File: config.mk
export PLATFORM = sky130hd
export DESIGN_NAME = mem_load_unit
export DESIGN_NICKNAME = d
export VERILOG_FILES = /design/src/rtl/mem_load_unit.sv
export SDC_FILE = /design/constraint.sdc
export NUM_CORES = 1
export LEC_CHECK = 0
export CAP_MARGIN = 0
export CORE_MARGIN = 4
export CORE_UTILIZATION = 50
export DETAILED_ROUTE_END_ITERATION = 7
export DONT_BUFFER_PORTS = 1
export PLACE_DENSITY = 0.73
export SYNTH_ARGS = -nofsm -noshare
export SYNTH_HDL_FRONTEND = slang
export SYNTH_SLANG_ARGS = --single-unit
export TNS_END_PERCENT = 100
File: constraint.sdc
create_clock -name clk -period 2.4 [get_ports clk]
set_input_delay 0.24 -clock clk [delete_from_list [all_inputs] [get_ports clk]]
set_output_delay 0.24 -clock clk [all_outputs]
set_load 0.02 [all_outputs]
File: src/rtl/mem_load_unit.sv
// rtl/mem_load_unit.sv - load unit: data-memory read, byte-lane extract, sign/zero extend
//
// Purpose: accepts one load request (addr, func3), reads the 256 x 64-bit data
// memory through its synchronous read port and returns the aligned, extended
// result through a held valid/ready response.
//
// Optional feature macro: MISALIGNED_LOAD_EN
//   defined   - any byte offset is legal; word-crossing loads read two words
//   undefined - loads must be naturally aligned, otherwise resp_err=1
//
// Ports:
//   clk, rst               clock, synchronous active-high reset
//   req_valid, req_ready   request handshake (req_ready high only in IDLE)
//   addr[63:0], func3[2:0] byte address (bits 10:0 used), load type
//   mem_re, mem_addr[7:0]  memory read strobe and word index
//   mem_rdata[63:0]        memory read data, valid the cycle after mem_re
//   resp_valid, resp_ready response handshake (held until accepted)
//   resp_data[63:0]        extended load result (0 on error)
//   resp_err               misaligned or illegal-func3 request

module mem_load_unit (
    input  logic        clk,
    input  logic        rst,
    input  logic        req_valid,
    output logic        req_ready,
    input  logic [63:0] addr,
    input  logic [2:0]  func3,
    output logic        mem_re,
    output logic [7:0]  mem_addr,
    input  logic [63:0] mem_rdata,
    output logic        resp_valid,
    input  logic        resp_ready,
    output logic [63:0] resp_data,
    output logic        resp_err
);

    typedef enum logic [1:0] {S_IDLE, S_RD0, S_RD1, S_RESP} state_t;

    state_t      r_state;
    state_t      w_next;
    logic [2:0]  r_off;
    logic [2:0]  r_func3;
    logic [7:0]  r_word;
    logic        r_err;
    logic [63:0] r_data;
    logic        r_resp_err;
    logic [3:0]  w_req_size;
    logic        w_req_err;
    logic [63:0] w_single_res;

    // addr[63:11] lies outside the 2 KiB data memory and is ignored.
    logic w_unused;
    assign w_unused = &{1'b0, addr[63:11]};

    // Access size in bytes, from func3[1:0] (lb/lbu=1 ... ld=8).
    function automatic logic [3:0] size_of(input logic [1:0] f);
        case (f)
            2'b00:   return 4'd1;
            2'b01:   return 4'd2;
            2'b10:   return 4'd4;
            default: return 4'd8;
        endcase
    endfunction

    // Shift the addressed byte lane down to bit 0, then truncate and extend.
    function automatic logic [63:0] extract(input logic [127:0] comb,
                                            input logic [2:0]   off,
                                            input logic [2:0]   f);
        logic [63:0] sh;
        sh = 64'(comb >> {off, 3'b000});
        case (f)
            3'b000:  return {{56{sh[7]}},  sh[7:0]};
            3'b001:  return {{48{sh[15]}}, sh[15:0]};
            3'b010:  return {{32{sh[31]}}, sh[31:0]};
            3'b011:  return sh;
            3'b100:  return {56'd0, sh[7:0]};
            3'b101:  return {48'd0, sh[15:0]};
            3'b110:  return {32'd0, sh[31:0]};
            default: return 64'd0;
        endcase
    endfunction

    assign w_req_size = size_of(func3[1:0]);

`ifdef MISALIGNED_LOAD_EN
    logic [63:0] r_low;
    logic [3:0]  w_size_rd;
    logic        w_split;
    logic [63:0] w_split_res;

    assign w_req_err   = (func3 == 3'b111);
    assign w_size_rd   = size_of(r_func3[1:0]);
    // A load whose last byte falls past lane 7 continues in the next word.
    assign w_split     = ({2'b00, r_off} + {1'b0, w_size_rd}) > 5'd8;
    assign w_split_res = extract({mem_rdata, r_low}, r_off, r_func3);
`else
    assign w_req_err = (func3 == 3'b111) ||
                       (({1'b0, addr[2:0]} & (w_req_size - 4'd1)) != 4'd0);
`endif

    assign w_single_res = extract({64'd0, mem_rdata}, r_off, r_func3);

    always_comb begin
        w_next    = r_state;
        req_ready = 1'b0;
        mem_re    = 1'b0;
        mem_addr  = r_word;
        case (r_state)
            S_IDLE: begin
                req_ready = 1'b1;
                mem_addr  = addr[10:3];
                if (req_valid) begin
                    w_next = S_RD0;
                    mem_re = !w_req_err;
                end
            end
            S_RD0: begin
                w_next = S_RESP;
`ifdef MISALIGNED_LOAD_EN
                if (!r_err && w_split) begin
                    mem_re   = 1'b1;
                    mem_addr = r_word + 8'd1;   // wraps 255 -> 0
                    w_next   = S_RD1;
                end
`endif
            end
            S_RD1: begin
`ifdef MISALIGNED_LOAD_EN
                w_next = S_RESP;
`else
                w_next = S_IDLE;
`endif
            end
            S_RESP: begin
                if (resp_ready) w_next = S_IDLE;
            end
            default: w_next = S_IDLE;
        endcase
        if (rst) begin
            req_ready = 1'b0;
            mem_re    = 1'b0;
        end
    end

    always_ff @(posedge clk) begin
        if (rst) begin
            r_state    <= S_IDLE;
            r_off      <= 3'd0;
            r_func3    <= 3'd0;
            r_word     <= 8'd0;
            r_err      <= 1'b0;
            r_data     <= 64'd0;
            r_resp_err <= 1'b0;
`ifdef MISALIGNED_LOAD_EN
            r_low      <= 64'd0;
`endif
        end else begin
            r_state <= w_next;
            case (r_state)
                S_IDLE: begin
                    if (req_valid) begin
                        r_off   <= addr[2:0];
                        r_func3 <= func3;
                        r_word  <= addr[10:3];
                        r_err   <= w_req_err;
                    end
                end
                S_RD0: begin
`ifdef MISALIGNED_LOAD_EN
                    r_low <= mem_rdata;
`endif
                    if (r_err) begin
                        r_data     <= 64'd0;
                        r_resp_err <= 1'b1;
                    end else if (w_next == S_RESP) begin
                        r_data     <= w_single_res;
                        r_resp_err <= 1'b0;
                    end
                end
`ifdef MISALIGNED_LOAD_EN
                S_RD1: begin
                    r_data     <= w_split_res;
                    r_resp_err <= 1'b0;
                end
`endif
                default: ;
            endcase
        end
    end

    assign resp_valid = (r_state == S_RESP);
    assign resp_data  = r_data;
    assign resp_err   = r_resp_err;

endmodule
Word-level counts from Yosys, hierarchy flattened
Cells that the tools add are included.
{"block": "totals", "word_cells": 47, "register_bits": 82, "in_bits": 135}
{"block": "op_classes", "mux": 15, "n_addsub": 1, "n_shift": 1, "reduce_logical": 9, "eq_ne": 13, "bitwise_logic": 1}
{"cell": "64-bit case mux with 7 select lines", "count": 1}
{"cell": "64-bit two-way mux", "count": 2}
{"cell": "64-bit by 6-bit right shift with 64-bit output", "count": 1}
{"cell": "3-bit equality test, second input constant", "count": 4}
{"cell": "4-bit case mux with 3 select lines", "count": 1}
{"cell": "2-bit equality test, second input constant", "count": 4}
{"cell": "8-bit two-way mux", "count": 1}
{"cell": "2-bit case mux with 4 select lines", "count": 1}
{"cell": "1-bit two-way mux", "count": 7}
{"cell": "3-bit by 2-bit equality test with 1-bit output, second input constant", "count": 2}
{"cell": "3-bit by 4-bit bitwise AND with 4-bit output", "count": 1}
{"cell": "2-bit by 1-bit equality test with 1-bit output, second input constant", "count": 2}
{"cell": "2-bit zero test", "count": 2}
{"cell": "2-bit two-way mux", "count": 2}
{"cell": "2-bit AND reduction", "count": 2}
{"cell": "4-bit nonzero test", "count": 1}
{"cell": "4-bit by 1-bit subtractor with 4-bit output, second input constant", "count": 1}
{"cell": "3-bit by 1-bit equality test with 1-bit output, second input constant", "count": 1}
{"cell": "3-bit zero test", "count": 1}
{"cell": "2-bit nonzero test", "count": 1}
{"cell": "1-bit zero test", "count": 1}
{"cell": "1-bit logical OR", "count": 1}

Longest topological paths before layout
{"block": "logic_depth", "word_depth": 10, "mapped_depth": 9, "depth_no_buf": 5}

Worst setup path before layout
No wires, ideal clock.
{"block": "synth_timing", "path_type": "register to output", "start": "reg r_state[0]", "end": "out mem_re", "stages_incl_launch_ff": 7, "path_buffers": 2, "slack_ns": 0.396, "t_arrival_ns": 1.764, "required_time_ns": 2.160, "path_cell_list": "dfxtp_1 nor2_1 and2_1 clkbuf_1 buf_2 nand3_1 nor2_1"}
{"block": "synth_via", "elab_chain_len": 3}
{"element": "from (decl)", "line_no": "39", "source": "state_t r_state;"}
{"element": "from (signal assigned)", "line_no": "158", "source": "r_state <= w_next;"}
{"element": "2-bit zero test", "line_no": "108", "source": "case (r_state)"}
{"element": "1-bit two-way mux", "line_no": "108"}
{"element": "1-bit two-way mux", "line_no": "139", "source": "if (rst) begin"}
{"element": "to (decl)", "line_no": "28", "source": "output logic mem_re,"}
No other way between the ends.

Worst setup path after layout
{"block": "layout_timing", "start": "reg r_off[2]", "end": "reg r_data[33], in the netlist resp_data[33]"}
{"block": "layout_via", "elab_chain_len": 4}
{"element": "from (decl)", "line_no": "41", "source": "logic [2:0] r_off;"}
{"element": "from (signal assigned)", "line_no": "162", "source": "r_off <= addr[2:0];"}
{"element": "64-bit by 6-bit right shift with 64-bit output", "line_no": "70", "source": "sh = 64'(comb >> {off, 3'b000});"}
{"element": "64-bit case mux with 7 select lines", "line_no": "71", "source": "case (f)"}
{"element": "64-bit two-way mux", "line_no": "175", "source": "end else if (w_next == S_RESP) begin"}
{"element": "64-bit two-way mux", "line_no": "172", "source": "if (r_err) begin"}
{"element": "to (signal assigned)", "line_no": "176", "source": "r_data <= w_single_res;"}
{"element": "to (decl)", "line_no": "45", "source": "logic [63:0] r_data;"}
No other way between the ends. The select of a mux whose other input is x is not followed.
A chain may end at the register's enable or synchronous reset.

==> results.md <==
* Outcome: finished, final reports clean
* Final worst path period share at 97.5%
* CTS clock-pin slew for the worst setup and hold paths at 0.09 ns
* Ports at about 210
* YS warnings at 0
* Placer Congestion at about 0.97
* Starting DRT DRC Count at 500
* Clk Latency, worst-skew pair at 0.37 ns
* Antenna Nets Post-Route at 0
* Max Cap Viol at 0
* CP startpoint: r_off[2]$_SDFFE_PP0P_
* Hold Crit Class: input port to register
* Cell Area, Placed at ~5500 sq um
* Power Density at 685 nW/um^2
* Die H at 112 um
* Synth-to-Final Area Change at 9.23%
* Design area at around 6000 sq um
* DRT Wirelength at about 17 mm
* CP arrival at 2.60 ns
* Flops & latches, synth at 82
* Remaining Overflow, GRT at 0
* IO Port Bufs at 0
* Core Area at 10,400 sq um
* Htree depth at 3
* Top FF cell, synth: dfxtp_1
* Die area at 12,500 sq um
* Share of cells above drive strength 1 at 22.5%
* Remaining DRCs at 0
* Final net count at 730
* FP Rows at 37
* Clk buf depth at 2
* DR vias at 4,861
* Relative slew slack at 52.0%
* Count of final setup violators at 0
* CTS buffer count at 9
* VDD IR max at ~0.42 mV
* DR WL/cell at about 23 um
* RSZ-0062 raised after global routing: no
* Syn nets at between 700 and 800
* Largest net degree at the start of global routing at 82
* Syn_area_per_cell at 8.90 sq um
* Achievable Freq at approximately 430 MHz
* Vias per cell at 6.60
* Final Hold Vio Count at 0
* Synthesized cell area at 5390 sq um
* Slew @ Worst Pin at between 0.7 and 0.8 ns
* CP endpoint kind: register
* Initial antenna violation count at 0
* Pre-antenna DRT Iters at 6
* Crit Path Class: register to register
* Post-route setup slack at 0.0594 ns
* Pre-CTS WS at -0.0317 ns
* Worst R2R Start: r_off[2]$_SDFFE_PP0P_
* Vias in the first global route at 4,692
* Clock root cell: clkbuf_8
* Fin crit period at 2.34 ns
* GRT Util Overall at between 20% and 30%
* Post-synth EDFFs at 0
* Setup TNS at 0 ns
* Synthesized netlist cell count at between 600 and 700
* First-pass GRT wire length at 25.9 mm
* Data required, critical path at about 2.7 ns
* Die X at ~110 um
* Crit path max fanout at 23
* Half-perimeter wire length after placement at between 10 and 15 mm
* N_diodes at 0
* Ys async rst share at 0%
* Startpoint type of the worst setup path: register
* CTS tree: done
* Leakage at 1.94 nW
* Post-synth cell types at 51
* Clk_skew at around 0.014 ns
* Min-delay src: addr[6]
* Sequential-to-total area share from yosys stat at 30.4%
* Pins Over Slew Limit at 0
* Clk sinks at 82
* Initial core utilization at 51.8%
## layer usage
layer	wire (um)	GRT usage, %	vias up
li1	-	-	2208
met2	7960	42.4	255
met5	0	0	-
met1	6380	30.5	2356
met4	516	9.98	0
met3	1780	8.86	42
## critical path: stages, from the launching register on
cell and delay, ns:
dfxtp_1 0.35, buf_4 0.23, nor2_2 0.37, a221oi_1 0.19
nor4_2 0.37, nor3_4 0.09, buf_12 0.15, buf_12 0.16
a221oi_1 0.31
## synth_stat cells (3+ instances only)
cell type	instances	area, sq um
nand2_1	120	450
dfxtp_1	82	1640
a21oi_1	68	340
a21boi_0	31	233
clkbuf_1	31	116
mux2_2	30	338
a221oi_2	29	435
nor2_1	25	93.8
mux2i_1	24	240
mux4_2	22	495
buf_2	16	80.1
o31ai_1	15	113
nand2b_1	12	75.1
o21ai_0	11	55.1
a22oi_1	8	60.1
o21ai_1	8	40.0
nand3_1	7	35.0
a2bb2oi_1	6	52.6
buf_4	5	37.5
nor2b_1	5	31.3
mux2_1	4	45.0
nor3_1	4	20.0
a221oi_1	3	26.3
buf_1	3	11.3
buf_6	3	33.8
nor4_1	3	18.8
## kinds of logic (layout without fill, tap and decap cells)
family	after synthesis	count (layout)	share of synthesized area (%)
compound gates	193	193	27.3
simple gates	191	191	16.2
flops	82	82	30.4
mux	80	80	20.7
buf+inv	60	54	5.31
## through the flow
stage	hold WS, ns	utilization [%]	std cells	total power [mW]
after floorplan	0.326	-	606	2.62
after global placement	0.311	52.6	703	2.80
after detailed placement	0.314	52.6	703	2.83
after CTS	0.000181	55.9	730	4.00
after global routing	0.00178	56.6	736	4.23
final	0.00934	56.6	736	4.04
## cells in the final DEF (no fill, tap or decap), types with 7 or more instances in the layout
master	instances
mux2_2	30
nand2_1	120
mux4_2	22
mux2i_1	24
nand3_1	7
a21boi_0	31
nor2_1	25
a221oi_2	29
dfxtp_1	80
dlygate4sd3_1	11
o21ai_0	11
buf_4	20
clkbuf_8	10
nand2b_1	11
a21oi_1	68
o21ai_1	8
a22oi_1	8
o31ai_1	15
## flip-flops by register name (all words and copies together), names as in the netlist
| register | cells |
|---|---|
| r_err | 1 |
| r_func3 | 3 |
| r_off | 3 |
| r_state | 2 |
| r_word | 8 |
| resp_data | 64 |
| resp_err | 1 |
## cell type report
class,instances,area [sq um]
Fill cell,932,4530
Multi-Input combinational cell,464,3480
Sequential cell,82,1650
Inverter,2,7.51
Tap cell,136,170
Clock inverter,5,77.6
Timing Repair Buffer,36,368
Clock buffer,11,141
## what timing repair did
item	4_1_cts	5_1_grt
hold buffers	11	1
pin swaps	1	2
endpoints found under the hold margin	81	1
endpoints found under the setup margin	22	28
buffers inserted	0	5
resized for setup	0	1
## power by group
part           internal, mW  total [mW]  leakage, nW  switching (mW)
combinational         0.499        1.19         1.16           0.692
clock                 0.612        1.14        0.109           0.528
sequential             1.48        1.70        0.669           0.222
total                  2.59        4.04         1.94            1.44
## path summary, 6_finish.rpt
check	endpoint	slack, ns	cells after the start
min	r_word[3]$_SDFFE_PP0P_	0.009	2
max reg2reg	resp_data[33]$_SDFFE_PP0P_	0.06	8
min reg2reg	r_word[3]$_SDFFE_PP0P_	0.47	2
max	resp_data[33]$_SDFFE_PP0P_	0.06	8
Power figures use the tool's default switching activity.
